--- src/rtl/uart_apb_pkg.sv ---
// Shared types and constants for the UART APB master: FSM state encoding,
// default UART register map, status bit positions and APB bus widths.
package uart_apb_pkg;

  localparam int ADDR_W = 4;
  localparam int DATA_W = 32;

  localparam logic [ADDR_W-1:0] STAT_ADDR_DEF = 4'h0;
  localparam logic [ADDR_W-1:0] TX_ADDR_DEF   = 4'h4;
  localparam logic [ADDR_W-1:0] RX_ADDR_DEF   = 4'h8;

  localparam int STAT_RXEMPTY_BIT_DEF = 0;
  localparam int STAT_TXFULL_BIT_DEF  = 1;

  typedef enum logic [2:0] {
    IDLE,
    STAT_SETUP,
    STAT_ACCESS,
    DECIDE,
    WR_SETUP,
    WR_ACCESS,
    RD_SETUP,
    RD_ACCESS
  } state_e;

endpackage

--- src/rtl/uart_apb_byte_hold.sv ---
// One-entry valid/ready byte holding register, used for both the TX and RX
// paths of the UART APB master.
module uart_apb_byte_hold (
  input  logic       clk,
  input  logic       rstn,
  input  logic       load_i,
  input  logic [7:0] data_i,
  input  logic       clear_i,
  output logic       valid_o,
  output logic [7:0] data_o
);

  logic       valid_q, valid_d;
  logic [7:0] data_q, data_d;

  // Data only moves on a load, so it stays stable while the entry waits.
  always_comb begin
    valid_d = valid_q;
    data_d  = data_q;
    if (clear_i) begin
      valid_d = 1'b0;
    end
    if (load_i) begin
      valid_d = 1'b1;
      data_d  = data_i;
    end
  end

  always_ff @(posedge clk) begin
    if (!rstn) begin
      valid_q <= 1'b0;
      data_q  <= 8'h00;
    end else begin
      valid_q <= valid_d;
      data_q  <= data_d;
    end
  end

  assign valid_o = valid_q;
  assign data_o  = data_q;

endmodule

--- src/rtl/uart_apb_master.sv ---
// APB master that polls the UART status register and moves bytes between the
// TX/RX byte streams and the UART data registers. Define
// UART_APB_MASTER_STATS_EN to add saturating TX/RX transfer counters.
module uart_apb_master
  import uart_apb_pkg::*;
#(
  parameter logic [ADDR_W-1:0] STAT_ADDR        = STAT_ADDR_DEF,
  parameter logic [ADDR_W-1:0] TX_ADDR          = TX_ADDR_DEF,
  parameter logic [ADDR_W-1:0] RX_ADDR          = RX_ADDR_DEF,
  parameter int                STAT_RXEMPTY_BIT = STAT_RXEMPTY_BIT_DEF,
  parameter int                STAT_TXFULL_BIT  = STAT_TXFULL_BIT_DEF,
  parameter int                POLL_CYCLES      = 64
) (
  input  logic              clk,
  input  logic              rstn,
  input  logic              tx_valid_i,
  input  logic [7:0]        tx_data_i,
  output logic              tx_ready_o,
  output logic              rx_valid_o,
  output logic [7:0]        rx_data_o,
  input  logic              rx_ready_i,
  input  logic              uart_int_i,
  output logic [ADDR_W-1:0] paddr_o,
  output logic [DATA_W-1:0] pwdata_o,
  output logic              psel_o,
  output logic              penable_o,
  output logic              pwrite_o,
  input  logic [DATA_W-1:0] prdata_i
`ifdef UART_APB_MASTER_STATS_EN
  ,
  output logic [15:0]       tx_count_o,
  output logic [15:0]       rx_count_o
`endif
);

  localparam int POLL_W = $clog2(POLL_CYCLES);
  localparam logic [POLL_W-1:0] POLL_RELOAD = POLL_W'(POLL_CYCLES - 1);

  state_e              state_q, state_d;
  logic [POLL_W-1:0]   poll_q, poll_d;
  logic                rx_first_q, rx_first_d;
  logic [DATA_W-1:0]   stat_q, stat_d;

  logic                tx_full;
  logic [7:0]          tx_byte;
  logic                poll_trigger;
  logic                rx_go, tx_go;

  // Only the two status flags are acted on; the rest of the word is kept for visibility.
  logic                unused_stat_bits;
  assign unused_stat_bits = ^stat_q;

  uart_apb_byte_hold u_tx_hold (
    .clk     (clk),
    .rstn    (rstn),
    .load_i  (tx_valid_i & tx_ready_o),
    .data_i  (tx_data_i),
    .clear_i (state_q == WR_ACCESS),
    .valid_o (tx_full),
    .data_o  (tx_byte)
  );

  uart_apb_byte_hold u_rx_hold (
    .clk     (clk),
    .rstn    (rstn),
    .load_i  (state_q == RD_ACCESS),
    .data_i  (prdata_i[7:0]),
    .clear_i (rx_valid_o & rx_ready_i),
    .valid_o (rx_valid_o),
    .data_o  (rx_data_o)
  );

  assign tx_ready_o   = !tx_full;
  assign poll_trigger = tx_full || (!rx_valid_o && (uart_int_i || (poll_q == '0)));
  assign rx_go        = !stat_q[STAT_RXEMPTY_BIT] && !rx_valid_o;
  assign tx_go        = !stat_q[STAT_TXFULL_BIT] && tx_full;
  assign stat_d       = (state_q == STAT_ACCESS) ? prdata_i : stat_q;

  always_ff @(posedge clk) begin
    if (!rstn) begin
      state_q    <= IDLE;
      poll_q     <= POLL_RELOAD;
      rx_first_q <= 1'b1;
      stat_q     <= '0;
    end else begin
      state_q    <= state_d;
      poll_q     <= poll_d;
      rx_first_q <= rx_first_d;
      stat_q     <= stat_d;
    end
  end

  // When both directions are ready the fairness flag picks one and then flips.
  always_comb begin
    state_d    = state_q;
    poll_d     = poll_q;
    rx_first_d = rx_first_q;
    case (state_q)
      IDLE: begin
        if (poll_trigger) begin
          state_d = STAT_SETUP;
          poll_d  = POLL_RELOAD;
        end else if (poll_q != '0) begin
          poll_d = poll_q - POLL_W'(1);
        end
      end
      STAT_SETUP:  state_d = STAT_ACCESS;
      STAT_ACCESS: state_d = DECIDE;
      DECIDE: begin
        if (rx_go && tx_go) begin
          state_d    = rx_first_q ? RD_SETUP : WR_SETUP;
          rx_first_d = !rx_first_q;
        end else if (rx_go) begin
          state_d = RD_SETUP;
        end else if (tx_go) begin
          state_d = WR_SETUP;
        end else begin
          state_d = IDLE;
        end
      end
      WR_SETUP:  state_d = WR_ACCESS;
      RD_SETUP:  state_d = RD_ACCESS;
      WR_ACCESS: state_d = IDLE;
      RD_ACCESS: state_d = IDLE;
      default:   state_d = IDLE;
    endcase
  end

  always_comb begin
    psel_o    = 1'b0;
    penable_o = 1'b0;
    pwrite_o  = 1'b0;
    paddr_o   = '0;
    pwdata_o  = '0;
    case (state_q)
      STAT_SETUP, STAT_ACCESS: begin
        psel_o    = 1'b1;
        penable_o = (state_q == STAT_ACCESS);
        paddr_o   = STAT_ADDR;
      end
      WR_SETUP, WR_ACCESS: begin
        psel_o    = 1'b1;
        penable_o = (state_q == WR_ACCESS);
        pwrite_o  = 1'b1;
        paddr_o   = TX_ADDR;
        pwdata_o  = {{(DATA_W-8){1'b0}}, tx_byte};
      end
      RD_SETUP, RD_ACCESS: begin
        psel_o    = 1'b1;
        penable_o = (state_q == RD_ACCESS);
        paddr_o   = RX_ADDR;
      end
      default: ;
    endcase
  end

`ifdef UART_APB_MASTER_STATS_EN
  logic [15:0] tx_count_q, tx_count_d;
  logic [15:0] rx_count_q, rx_count_d;

  always_comb begin
    tx_count_d = tx_count_q;
    rx_count_d = rx_count_q;
    if (state_q == WR_ACCESS && tx_count_q != 16'hFFFF) begin
      tx_count_d = tx_count_q + 16'd1;
    end
    if (state_q == RD_ACCESS && rx_count_q != 16'hFFFF) begin
      rx_count_d = rx_count_q + 16'd1;
    end
  end

  always_ff @(posedge clk) begin
    if (!rstn) begin
      tx_count_q <= 16'h0000;
      rx_count_q <= 16'h0000;
    end else begin
      tx_count_q <= tx_count_d;
      rx_count_q <= rx_count_d;
    end
  end

  assign tx_count_o = tx_count_q;
  assign rx_count_o = rx_count_q;
`endif

endmodule

--- config.mk ---
export PLATFORM = sky130hd
export DESIGN_NAME = uart_apb_master
export DESIGN_NICKNAME = d
export VERILOG_FILES = /design/src/rtl/uart_apb_pkg.sv /design/src/rtl/uart_apb_byte_hold.sv /design/src/rtl/uart_apb_master.sv
export SDC_FILE = /design/constraint.sdc
export NUM_CORES = 1
export LEC_CHECK = 0
export CORE_ASPECT_RATIO = 0.8
export CORE_MARGIN = 2
export CORE_UTILIZATION = 35
export DETAILED_ROUTE_END_ITERATION = 7
export PLACE_DENSITY = 0.73
export SYNTH_ARGS = -nofsm -noshare
export SYNTH_HDL_FRONTEND = slang
export SYNTH_SLANG_ARGS = --single-unit
--- constraint.sdc ---
create_clock -name clk -period 2.1 [get_ports clk]
set_clock_uncertainty 0.05 [all_clocks]
set_input_delay 0.315 -clock clk [delete_from_list [all_inputs] [get_ports clk]]
set_output_delay 0.315 -clock clk [all_outputs]
set_load 0.02 [all_outputs]
# Word level (Yosys, flattened, before mapping)
# Cells that the tools add are included.
dict set report classes {
  addsub 1
  eq_ne 8
  n_mux 17
  n_bitwise 2
  reduce_logical 24
}
# operator n
set ops {}
lappend ops {{3-bit case mux with 7 select lines} 1}
lappend ops {{3-bit equality test, second input constant} 4}
lappend ops {{3-bit 2-to-1 mux} 4}
lappend ops {{6-bit 2-to-1 mux} 2}
lappend ops {{8-bit 2-to-1 mux} 1}
lappend ops {{4-bit case mux with 2 select lines} 1}
lappend ops {{2-bit OR reduction} 4}
lappend ops {{3-bit by 2-bit equality test with 1-bit output, second input constant} 2}
lappend ops {{6-bit zero test} 1}
lappend ops {{1-bit 2-to-1 mux} 6}
lappend ops {{2-bit nonzero test} 3}
lappend ops {{6-bit nonzero test} 1}
lappend ops {{6-bit OR reduction} 1}
lappend ops {{6-bit by 1-bit subtractor with 6-bit output, second input constant} 1}
lappend ops {{1-bit zero test} 5}
lappend ops {{1-bit logical AND} 4}
lappend ops {{2-bit AND reduction} 2}
lappend ops {{3-bit by 1-bit equality test with 1-bit output, second input constant} 1}
lappend ops {{3-bit zero test} 1}
lappend ops {{1-bit case mux with 3 select lines} 1}
lappend ops {{1-bit bitwise AND} 2}
lappend ops {{1-bit logical OR} 2}
lappend ops {{2-bit 2-to-1 mux} 1}
lappend ops {{2-bit != test, second input constant} 1}
dict set report totals {
  reg_bits 30
  word_cells 60
}

# Logic depth before layout (Yosys ltp)
# Gate-level depths: netlist of the first run.
dict set report logic_depth {
  depth_word 6
  depth_mapped 6
  ltp_nobuf 6
}

# Modules after synthesis
# Synthesis of the first run repeated with hierarchy kept, for this count alone.
dict set report unflattened {
  cells_unflattened 174
  hier_area_um2 1642.8
}
# module instances cells_each area_per_inst_um2
set by_module_without_submodules {}
lappend by_module_without_submodules {uart_apb_master 1 118 972.2}
lappend by_module_without_submodules {uart_apb_byte_hold 2 28 335.3}

# Worst setup path after synthesis of the first run
# No wires, ideal clock.
dict set report synth_path {
  kind {register to output}
  from {reg state_q[2]}
  to {out pwdata_o[0]}
  arrival_ps 1335
  slack_ps 400
  path_stages_with_launch 5
  path_cell_list {dfxtp_1 clkbuf_1 nor2b_1 clkbuf_1 and2_1}
}
dict set report synth_via {
  elab_chain_cells 3
  word_cells_on_any_way 4
  classes_between {eq/ne (2); mux (1); reduce/logical (1)}
}
# item line_no
set synth_lines {}
lappend synth_lines {{from (decl)} uart_apb_master.sv:39} ;# state_e state_q, state_d;
lappend synth_lines {{from (signal assigned)} uart_apb_master.sv:86} ;# state_q <= state_d;
lappend synth_lines {{3-bit equality test} uart_apb_master.sv:135} ;# case (state_q)
lappend synth_lines {{2-bit OR reduction *} uart_apb_master.sv:135}
lappend synth_lines {{8-bit 2-to-1 mux *} uart_apb_master.sv:135}
lappend synth_lines {{to (decl)} uart_apb_master.sv:24} ;# output logic [DATA_W-1:0] pwdata_o,
# Mark *: on every way between the ends. The rest lies on a longest branch, timed or not.

# Worst setup path after layout of the first run
dict set report layout_path {
  from {reg state_q[2]}
  to {out penable_o}
}
dict set report layout_via {
  elab_chain_cells 3
  word_cells_on_any_way 10
  classes_between {eq/ne (6); mux (1); reduce/logical (3)}
}
# item line_no
set layout_lines {}
lappend layout_lines {{3-bit equality test (tied with other cells)} uart_apb_master.sv:135}
lappend layout_lines {{2-bit OR reduction, on equally long branches} -}
lappend layout_lines {{1-bit case mux with 3 select lines *} uart_apb_master.sv:135}
lappend layout_lines {{to (decl)} uart_apb_master.sv:26} ;# output logic penable_o,
# Marked as above.

==> out/metrics.cfg, run 1 <==
[timing]
hold_violations = 0
worst_slew_margin_rel_pct = 63.46
rsz0062_at_grt = no
setup_violations = 0
period_needed_ps = 2029
period_share_pct = 96.64
hold_slack_ps = 400.1
max_freq_ghz = 0.4928
maxSlewViolCount = 0
worst_pin_slew_ps = 547.0
tns_ps = 0

[synthesis]
synthCells = 200
syn_area_um2 = 1593
synth_edf_count = 0
async_flop_share_pct = 0
ys_ff_latch = 30
ys_warn_count = 0
avgSynthCellArea_um2 = 7.964
synth_top_area_share_pct = 37.71
synth-xor-area-share_pct = 1.100
synth_top_family_by_area = simple AND/OR/NAND/NOR gates
yosysMostFrequentCell = nand2_1
synth-seq-area-share_pct = 37.71
synth_compound_area_share_pct = 17.20
synth_commonest_cells = nand2_1 (37), dfxtp_1 (30), buf_4 (26)
synth_fa_ha_area_share_pct = 1.571
synthMuxAreaShare_pct = 0.7070
ys.flop_type = dfxtp_1
synth_cell_types = 36
synth_simple_gate_area_share_pct = 25.45
netlist_top_cells_area = dfxtp_1 (38%), buf_4 (12%), nand2_1 (8.7%), a21oi_1 (7.5%), and2_1 (3.9%)
synth_area_leader_cell = dfxtp_1

[power]
leakagePower_nw = 0.9562
powerDensity_nw_per_um2 = 648.8
pwr-share-comb_pct = 19.5
seqPwrFrac_pct = 46.3
p_sw_share_pct = 28.44
p_switching_mw = 0.3893
internal_power_mw = 0.9793
p_clk_share_pct = 34.2
peakVddDrop_mv = 0.2992

[global_route]
grt_antenna_before_repair = 0
globalRouteOverflowTotal = 0
grt_pass1_wl_um = 5250
grt_max_degree = 24
grt_usage_pct = 13.46
grt_pass1_vias = 1136

[clock_network]
ctsLongestPathBuffers = 2
clock_tree.root_cell = clkbuf_8
cts.hold.buffers_added = 0
cts_tree = yes
clkTransAtPathRegs_ps = 60
cts_resized = 1
clk_latency_ps = 270
cts_made_buffers = 5
cts_setup_buffers = 0
htreeDepth = 2
cts_sinks = 30

[routing]
drc = 0
dr.pass1.iters = 4
drt-total-wl_um = 3336
vias_per_cell = 4.548
wire_per_inst_um = 11.01
ant_nets = 0
vias = 1378
drt_iter0_markers = 49

[final_layout]
syn2layout_area_growth_pct = 32.44
drive_gt1_share_pct = 8.537
design_area_um2 = 2110
fin_cells = 303
fin_nets = 292
seq_area_um2 = 601.8
antenna_cells = 0
multi_input_area_um2 = 830.8
nFillCells = 455

[setup_path]
slowest_delay_ps = 630
crit_type = register to output port
worst-path-buf-inv = 1
crit_fanout = 8
cp-end-kind = output port
worst_path_max_delay_cell = clkdlybuf4s50_1
path_delay_family = buffers and inverters
rrSetupSlack_ps = 440
cp_cell_sequence = nand2b_1 -> o21ai_1 -> clkdlybuf4s50_1
worst_ep_required_time_ps = 1740
startpoint_type = register
cp.arrival_ps = 1660

[floorplanning]
start_util_pct = 37.19
core_area_um2 = 4283
die_height_um = 64.34
io_pins = 94
row_count = 21
dieArea_um2 = 5110
die_x_um = 79.42

[placement]
dp_cells = 295
portBuffers = 43
gp_congestion = 0.7897
dp_hpwl_um = 2461
place_area_um2 = 1997

[status]
status = completed

[job]
maxCapViolCount = 0

[worst_hold_path]
hp-class = register to register

## worst register-to-register path, stage by stage, from the launching register on
cell and delay (ps):
dfxtp_1 340, inv_1 90, ha_1 170, or3b_4 410, nor4_4 230, o31a_1 190
a2bb2oi_2 120
## kinds of logic after synthesis
| logic type | Yosys count |
|---|---|
| mux | 1 |
| fa+ha+maj | 2 |
| buf+inv | 42 |
| other cells | 1 |
| simple gates | 77 |
| flops | 30 |
| xor+xnor | 2 |
| compound gates | 45 |
## layout by cell type, fill, tap and decap left out, drive strengths merged, types with 5 or more instances in the layout
| master | n |
|---|---|
| a21oi | 24 |
| and2 | 10 |
| buf | 5 |
| clkbuf | 7 |
| clkdlybuf4s50 | 35 |
| conb | 26 |
| dfxtp | 30 |
| dlymetal6s2s | 8 |
| inv | 7 |
| nand2 | 37 |
| nor2 | 6 |
| nor2b | 6 |
| nor3 | 5 |
| o21ai | 9 |
## sequential cells by signal, indices dropped and copies added (netlist names)
| name | count |
|---|---|
| state_q | 3 |
| rx_first_q | 1 |
| u_tx_hold.valid_o | 1 |
| u_tx_hold.data_o | 8 |
| u_rx_hold.data_o | 8 |
| poll_q | 6 |
| stat_q | 2 |
| u_rx_hold.valid_o | 1 |
## routing by layer
| metal | share of wire [%] | wire, µm | vias to the layer above | track usage [%] |
|---|---|---|---|---|
| met5 | 0 | 0 | - | 0 |
| met4 | 2.0 | 68 | 0 | 7.112 |
| met3 | 7.2 | 240 | 7 | 4.520 |
| met2 | 44 | 1470 | 50 | 20.80 |
| met1 | 47 | 1558 | 615 | 16.47 |
| li1 | - | - | 706 | - |
## worst paths after layout
kind	to	depth (start not counted)	from
worst min-delay path	u_tx_hold.data_o[7]$_SDFFE_PN0P_	2	u_tx_hold.data_o[7]$_SDFFE_PN0P_
worst max-delay path	penable_o	3	state_q[2]$_SDFFE_PN0P_
worst min register to register	u_tx_hold.data_o[7]$_SDFFE_PN0P_	2	u_tx_hold.data_o[7]$_SDFFE_PN0P_
worst max register to register	poll_q[4]$_SDFFE_PN1P_	6	poll_q[0]$_SDFFE_PN1P_
## metrics by stage
step / power [mW] / setup WS (ps) / util [%]
2_1_floorplan: 0.8483 / 400.1 / -
3_3_place_gp: 0.9082 / 194.3 / 46.63
3_5_place_dp: 0.9127 / 198.8 / 46.63
6_report: 1.369 / 70.63 / 49.25
4_1_cts: 1.383 / 21.42 / 48.79
5_1_grt: 1.437 / 18.46 / 49.25
## final cells by class
type | count | share of cell area [%]
multi-input cells | 153 | 39.38
flip-flops and latches | 30 | 28.53
repair buffers | 48 | 23.13
clock buffers | 7 | 4.093
well taps | 57 | 3.381
inverters | 7 | 1.246
clock inverters | 1 | 0.2372
## power groups by stage
stage          registers [mW]  clock network [mW]  logic (mW)
5_1_grt                 0.637               0.509       0.291
6_report                0.634               0.468       0.267
3_3_place_gp            0.644                   0       0.264
3_5_place_dp            0.646                   0       0.267
4_1_cts                 0.633               0.482       0.268
2_1_floorplan           0.636                   0       0.212
No activity file was read; power rests on OpenSTA's default activity.
==> run 2: changes to the inputs <==
CORE_MARGIN = not set   (was 2)
HOLD_SLACK_MARGIN = 0.02   (was not set)
==> run 2 against run 1 <==
Compared with the run above: utilization stayed put; via count down 1.7%; total power is 8.5% higher; clock-buffer cell count decreased by 1; largest cell class unchanged.
==> out/metrics.cfg, run 2 (synthesis results as in run 1) <==
[global_route]
globalRouteOverflowTotal = 0
grt_antenna_before_repair = 0
grt_usage_pct = 14.22
grt_pass1_wl_um = 5319
grt_pass1_vias = 1162
grt_max_degree = 24

[floorplanning]
die_height_um = 62.34
die_x_um = 77.42
dieArea_um2 = 4826
start_util_pct = 37.19
core_area_um2 = 4283
row_count = 21
io_pins = 94

[clock_network]
cts_tree = yes
clkTransAtPathRegs_ps = 60
htreeDepth = 2
cts_setup_buffers = 0
ctsLongestPathBuffers = 2
cts_made_buffers = 5
cts.hold.buffers_added = 0
clk_latency_ps = 280
clock_tree.root_cell = clkbuf_8
cts_sinks = 30

[timing]
worst_slew_margin_rel_pct = 63.61
tns_ps = 0
rsz0062_at_grt = no
period_needed_ps = 1994
worst_pin_slew_ps = 544.7
maxSlewViolCount = 0
period_share_pct = 94.94
setup_violations = 0
max_freq_ghz = 0.5016
hold_violations = 0

[routing]
drt_iter0_markers = 50
drc = 0
ant_nets = 0
wire_per_inst_um = 10.56
vias = 1354
drt-total-wl_um = 3188
vias_per_cell = 4.483
dr.pass1.iters = 4

[power]
pwr-share-comb_pct = 17.7
internal_power_mw = 1.094
seqPwrFrac_pct = 42.8
leakagePower_nw = 0.8587
p_clk_share_pct = 39.4
p_switching_mw = 0.3904
peakVddDrop_mv = 0.3478
powerDensity_nw_per_um2 = 703.8
p_sw_share_pct = 26.29

[final_layout]
syn2layout_area_growth_pct = 32.44
design_area_um2 = 2110
fin_nets = 292
antenna_cells = 0
drive_gt1_share_pct = 8.980
seq_area_um2 = 601.8
multi_input_area_um2 = 833.3
post-route-util_pct = 49.25
final_cell_mix = nand2_1 (37), clkdlybuf4s50_1 (37), dfxtp_1 (29)
nFillCells = 450

[setup_path]
slowest_delay_ps = 590
startpoint_type = register
cp_cell_sequence = nor2b_2 -> buf_4 -> clkdlybuf4s50_1
crit_type = register to output port
worst-path-buf-inv = 2
cp-end-kind = output port
cp.arrival_ps = 1630
crit_fanout = 7
worst_ep_required_time_ps = 1740
path_delay_family = buffers and inverters
worst_path_max_delay_cell = clkdlybuf4s50_1

[placement]
dp_hpwl_um = 2343
portBuffers = 43
gp_congestion = 0.8252
place_area_um2 = 1997

[worst_hold_path]
hp-class = register to register

[status]
status = completed

[job]
maxCapViolCount = 0

run 2: final cells by class:
class | count | share of cell area (%)
multi-input combinational | 153 | 39.50
sequential | 30 | 28.53
timing repair buffer | 48 | 22.00
clock buffer | 6 | 3.915
tap | 57 | 3.381
clock inverter | 1 | 1.423
inverter | 7 | 1.246
run 2: worst paths after layout:
path,startpoint,end,slack [ps],cells after the start
max,state_q[2]$_SDFFE_PN0P_,pwrite_o,110,3
min reg2reg,u_tx_hold.data_o[4]$_SDFFE_PN0P_,u_tx_hold.data_o[4]$_SDFFE_PN0P_,400,2
max reg2reg,poll_q[0]$_SDFFE_PN1P_,poll_q[4]$_SDFFE_PN1P_,430,6
min,u_tx_hold.data_o[4]$_SDFFE_PN0P_,u_tx_hold.data_o[4]$_SDFFE_PN0P_,400,2
run 2: repair_timing:
action                     CTS  global route
hold endpoints to repair     0             0
setup endpoints to repair    9             1
gates resized for setup      7             1
run 2: metal layers:
metal,up-vias,part of all wire (%),global-route usage (%)
met5,-,0,0
met4,0,1.8,6.368
met3,5,5.6,5.441
met2,45,45,21.57
met1,598,48,17.76
li1,706,-,-
run 2: power by group through the flow:
stage          Sequential [mW]  Combinational, mW  Clock (mW)
2_1_floorplan            0.636              0.212           0
3_3_place_gp             0.646              0.263           0
3_5_place_dp             0.647              0.264           0
4_1_cts                  0.635              0.265       0.602
5_1_grt                  0.640              0.290       0.632
6_report                 0.636              0.263       0.586
run 2: metrics by stage:
step / power [mW] / instances / setup WS [ps] / hold slack, ps
finish: 1.485 / 302 / 106.3 / 398.9
global route: 1.563 / 302 / 0.8332 / 421.0
CTS: 1.502 / 302 / 83.98 / 402.2
detailed placement: 0.9109 / 295 / 130.4 / 393.3
global placement: 0.9094 / 295 / 129.4 / 388.2
floorplan: 0.8483 / 225 / 400.1 / 326.9
run 2: worst min-delay path: stages, from the launching register on:
cell	delay (ps)
dfxtp_1	300
nand2_1	50
a21oi_1	50
==> patch 1 (flow settings as in run 2) <==
Change the package constant `DATA_W` from 32 to 64.
--- a/src/rtl/uart_apb_pkg.sv
+++ b/src/rtl/uart_apb_pkg.sv
@@ -3,7 +3,7 @@
 package uart_apb_pkg;
 
   localparam int ADDR_W = 4;
-  localparam int DATA_W = 32;
+  localparam int DATA_W = 64;
 
   localparam logic [ADDR_W-1:0] STAT_ADDR_DEF = 4'h0;
   localparam logic [ADDR_W-1:0] TX_ADDR_DEF   = 4'h4;
Ports: changed (resized prdata_i and pwdata_o); port bits go from 94 to 158. No check against the original RTL was run, so the function may have changed too.
==> patch 1 against run 2 <==
Sequential cell count is the same; total power is 4.3% lower; global-route usage down 1.9 points; worst setup slack better by 0.027 ns; area after synthesis grew 15%; count of clock-buffer cells in the layout is 1 higher; design area is 5.5% higher; routed wire length up 6.9%; maximum frequency rose by 1.3%; critical path depth stayed put; hold slack gained 0.0013 ns; register-to-register slack hardly changed; critical endpoint is now penable_o.
==> patch 1: results (changes against run 2) <==
Status
The run finished with clean final reports.

Placement
The count of buffers from port buffering is 43 (unchanged). The cell area reported after detailed placement is 0.00213 mm2 (+6.7%). The placed wire-length estimate after detailed placement was 2660 um (+14%).

The number of cells in the design after placement was 333 (+13%). The weighted congestion reported at the end of routability-driven placement is 0.797 (-3.4%). The worst setup slack before clock tree synthesis was 0.197 ns (+0.0661 ns).

Clock tree
The post-CTS repair timing setup buffer count came to 0 (unchanged). The CTS clock-pin slew for the worst setup and hold paths was 0.06 ns (about the same). The maximum root-to-sink buffer count came to 2 (unchanged).

The later-pin clock latency in the skew report is 0.28 ns (about the same). The tree is rooted in a clkbuf_8. The clock buffer count from CTS is 5 (unchanged). The depth of the CTS H-tree came to 2 (unchanged).

Synthesis
The most used flip-flop cell after synthesis is dfxtp_1. The number of warnings reported in the yosys synthesis log is 0 (unchanged). The fraction of registers with async set/reset is 0% (unchanged). The share of synthesized area occupied by flip-flops and latches is 32.8% (-4.9 points).

The average instance area after synthesis is 7.90 um2 (-0.79%). The commonest cells after synthesis are buf_4 (58), nand2_1 (37), dfxtp_1 (30). The count of unique library cells instantiated by Yosys is 36 (unchanged). Sorting the synthesized cells by area gives the leading types as dfxtp_1 (33%), buf_4 (24%), nand2_1 (7.6%).

Pwr
The reported leakage power is 0.996 nW (+16%). The maximum VDD drop is 312 uV (-10%).

Setup path
In this run the worst setup path begins at state_q[2]$_SDFFE_PN0P_. The data arrival at the endpoint of the critical path is 1.60 ns (-0.03 ns). The launching point of the worst reg2reg path is poll_q[0]$_SDFFE_PN1P_. The worst-path maximum fanout is 7 (unchanged).

Drt
The first-iteration detailed-routing DRC count is 28 (-44%). The detail-routed net length per standard cell is 9.99 um (-5.4%). The number of search-and-repair iterations in the first detailed-routing pass was 4 (unchanged). The total via count in the routed design is 1447 (+6.9%). The overall routed net length is 3410 um (+6.9%).

GRT
The initial antenna violation count is 0 (unchanged). The via count of the first global-routing pass is 1235 (+6.3%). The global-route wire length before repair was 5400 um (+1.4%).

The total track usage is 12.3% (-1.9 points). The maximum number of pins on one net before global-route repair is 24 (unchanged).

Worst hold path
The worst hold-check path type is flop to flop. The worst min-delay path startpoint is u_tx_hold.data_o[1]$_SDFFE_PN0P_.

Cells and area
The fraction of final layout cells sized beyond drive strength 1 is 8.24% (-0.74 points). The final net count was 357 (+22%). The number of antenna diodes came to 0 (unchanged).

STA
The slew at the pin closest to its max-slew limit is 0.539 ns (-0.00579 ns).

Job
The number of max-cap violations is 0 (unchanged).
patch 1: power breakdown:
part / switching (mW) / total [mW] / internal [mW]
Sequential: 0.0348 / 0.636 / 0.601
Clock: 0.205 / 0.469 / 0.264
Combinational: 0.201 / 0.316 / 0.115
Total: 0.441 / 1.42 / 0.980
patch 1: per-layer routing:
metal / routed length (um) / share of wire, % / vias up / global-route usage, %
met1: 1540 / 45 / 661 / 14.6
li1: - / - / 737 / -
met4: 16 / 0.47 / 0 / 3.88
met2: 1650 / 49 / 47 / 21.2
met3: 192 / 5.6 / 2 / 4.09
met5: 0 / 0 / - / 0
patch 1: final cells by class:
class                      instances  area [um2]
fill                             520        2810
sequential                        30         603
clock buffer                       7        86.3
multi-input combinational        185         951
tap                               62        77.6
timing repair buffer              49         477
clock inverter                     1        5.00
inverter                           7        26.3
patch 1: cell families after synthesis:
| group | synth area share (%) |
|---|---|
| flops | 32.8 |
| compound gates | 14.9 |
| mux | 0.614 |
| buf+inv | 27.0 |
| xor+xnor | 0.956 |
| other cells | 0.205 |
| simple gates | 22.1 |
| fa+ha+maj | 1.36 |
patch 1: path summary, 6_finish.rpt:
check / slack, ns / to / cells after the start
hold / removal: 0.40 / u_tx_hold.data_o[1]$_SDFFE_PN0P_ / 2
hold reg to reg: 0.40 / u_tx_hold.data_o[1]$_SDFFE_PN0P_ / 2
setup / recovery: 0.13 / penable_o / 3
setup reg to reg: 0.43 / poll_q[4]$_SDFFE_PN1P_ / 6
patch 1: worst max-delay path, stage by stage, from the launching register on:
cell	delay, ns
dfxtp_2	0.35
nand2b_1	0.21
o21ai_1	0.15
clkdlybuf4s50_1	0.62
patch 1: repair_timing:
| action | 4_1_cts | 5_1_grt |
|---|---|---|
| endpoints found under the setup margin | 5 | 4 |
| gates resized for setup | 5 | 5 |
| pin swaps | 0 | 0 |
==> patch 2 (settings of run 2) <==
Made on the original files. Take the reset off `data_q` and load it in a clocked block of its own.
--- a/src/rtl/uart_apb_byte_hold.sv
+++ b/src/rtl/uart_apb_byte_hold.sv
@@ -29,11 +29,13 @@
   always_ff @(posedge clk) begin
     if (!rstn) begin
       valid_q <= 1'b0;
-      data_q  <= 8'h00;
     end else begin
       valid_q <= valid_d;
-      data_q  <= data_d;
     end
+  end
+
+  always_ff @(posedge clk) begin
+    data_q <= data_d;
   end
 
   assign valid_o = valid_q;
Function: differs if rstn is asserted again (counterexample within 10 cycles, from zero or initial values and one cycle with rstn low); with rstn held inactive, the same outputs for 10 cycles.
==> patch 2 against run 2 <==
Area after synthesis is 3.7% lower; sequential cell count stayed put; combinational power is 19% higher; largest cell class is now registers; total power is 2.3% lower; routed wire length is 14% lower; largest power group unchanged; worst setup slack better by 0.045 ns; maximum frequency is 2.3% higher; design area is 2.1% lower; hold slack better by 0.035 ns; non-clock buffer count is 1 higher.
==> patch 2: results (changes against run 2) <==
Placement
The weighted congestion reported at the end of routability-driven placement is 0.767 (-7.0%). The worst setup slack before clock tree synthesis is 0.240 ns (+0.110 ns). The number of cells in the design after placement is 249 (-16%).

GRT
The maximum number of pins on one net before global-route repair came to 11 (-54%). The met1 global-route usage is 15.2% (-2.6 points). The total track usage is 12.4% (-1.9 points).

The global routing usage on met2 was 19.1% (-2.5 points). The via count of the first global-routing pass is 946 (-19%). The global-route wire length before repair is 4280 um (-20%).

STA
The clock period minus worst slack is 1.95 ns (-0.0454 ns).

Setup path
The endpoint identified for the worst register-to-register timing path is state_q[0]$_SDFFE_PN0P_. The internal reg-to-reg setup slack came to 0.47 ns (+0.04 ns). The data arrival at the endpoint of the critical path is 1.58 ns (-0.05 ns). The worst-path maximum fanout came to 9 (+2).

Synthesis
In the synthesized netlist, the cells that appear most often are buf_4 (26), edfxtp_1 (16), dfxtp_1 (14). The most used flip-flop cell after synthesis is edfxtp_1. The share of synthesized area occupied by flip-flops and latches is 49.6% (+12 points). The count of unique library cells instantiated by Yosys was 38 (+5.6%). Yosys attributes the largest share of cell area to edfxtp_1 (31%), dfxtp_1 (18%), buf_4 (13%). The number of enable-type register cells in the synthesized netlist came to 16 (+16). The average instance area after synthesis is 10.4 um2 (+30%).

Cells and area
The fraction of final layout cells sized beyond drive strength 1 came to 10.5% (+1.5 points). The number of filler instances in the final layout came to 401 (-11%). The number of standard cells in the layout, taps in and fillers out was 257 (-15%).

Clock tree
The depth of the CTS H-tree is 2 (unchanged). The maximum root-to-sink buffer count is 2 (unchanged). The clock buffer count from CTS came to 5 (unchanged).

Pwr
The reported leakage power is 0.930 nW (+8.4%). The maximum VDD drop is 337 uV (-3.0%).

Drt
The average vias per placed instance was 4.32 (-3.7%). The first-iteration detailed-routing DRC count is 45 (-10%). The detail-routed net length per standard cell is 10.7 um (+1.0%).

Status
The flow ran to the end, and the final reports show no timing, DRC or antenna violations.
-- patch 2: layer usage --
metal | routed length (um) | vias to the layer above
met5 | 0 | -
met4 | 18 | 0
met3 | 193 | 2
met2 | 1270 | 48
met1 | 1260 | 501
li1 | - | 559
-- patch 2: area by class of cell --
cell class | count | area [um2] | share of cell area, %
Multi-Input combinational cell | 105 | 624 | 30.2
Clock buffer | 6 | 72.6 | 3.52
Tap cell | 57 | 71.3 | 3.45
Sequential cell | 30 | 762 | 36.9
Clock inverter | 2 | 8.76 | 0.424
Timing Repair Buffer | 49 | 495 | 24.0
Inverter | 8 | 30.0 | 1.45
-- patch 2: cells by family after synthesis --
kind of cell	Yosys count	share of synthesized area, %
buffers and inverters	38	15.8
XOR/XNOR	2	1.14
adder cells (fa/ha/maj)	2	1.63
AO/OA/AOI/OAI	29	12.1
AND/OR/NAND/NOR	45	18.8
multiplexers	1	0.653
other	1	0.244
flip-flops	30	49.6
-- patch 2: report_power, final --
part	internal [mW]	switching (mW)	total, mW
sequential	0.657	0.0476	0.705
combinational	0.144	0.170	0.314
clock	0.227	0.205	0.432
total	1.03	0.423	1.45
-- patch 2: worst min path at each step --
stage / from / endpoint / slack (ns) / cells after the start
detailed placement: stat_q[1]$_SDFFE_PN0P_ / stat_q[1]$_SDFFE_PN0P_ / 0.42 / 2
CTS: stat_q[1]$_SDFFE_PN0P_ / stat_q[1]$_SDFFE_PN0P_ / 0.43 / 2
finish: stat_q[1]$_SDFFE_PN0P_ / stat_q[1]$_SDFFE_PN0P_ / 0.43 / 2
floorplan: rstn / rx_first_q$_SDFFE_PN1P_ / 0.33 / 1
global placement: stat_q[1]$_SDFFE_PN0P_ / stat_q[1]$_SDFFE_PN0P_ / 0.42 / 2
global route: stat_q[1]$_SDFFE_PN0P_ / stat_q[1]$_SDFFE_PN0P_ / 0.44 / 2
-- patch 2: stage by stage --
stage | hold slack [ns] | util [%] | total power, mW | instance area [um2]
floorplan | 0.327 | - | 0.935 | 1630
global placement | 0.417 | 46.7 | 1.03 | 1960
detailed placement | 0.420 | 46.7 | 1.03 | 1960
CTS | 0.432 | 48.6 | 1.47 | 2040
global route | 0.445 | 49.1 | 1.53 | 2060
finish | 0.434 | 49.1 | 1.45 | 2060
-- patch 2: what timing repair did --
| action | in CTS | in global routing |
|---|---|---|
| hold buffers | 0 | 0 |
| endpoints found under the setup margin | 0 | 9 |
| gates resized for setup | 0 | 9 |
| endpoints found under the hold margin | 0 | 0 |
-- patch 2: worst max-delay path, stage by stage, from the launching register on --
cell	delay (ns)
dfxtp_1	0.39
nor2b_1	0.15
buf_4	0.15
clkdlybuf4s50_1	0.61
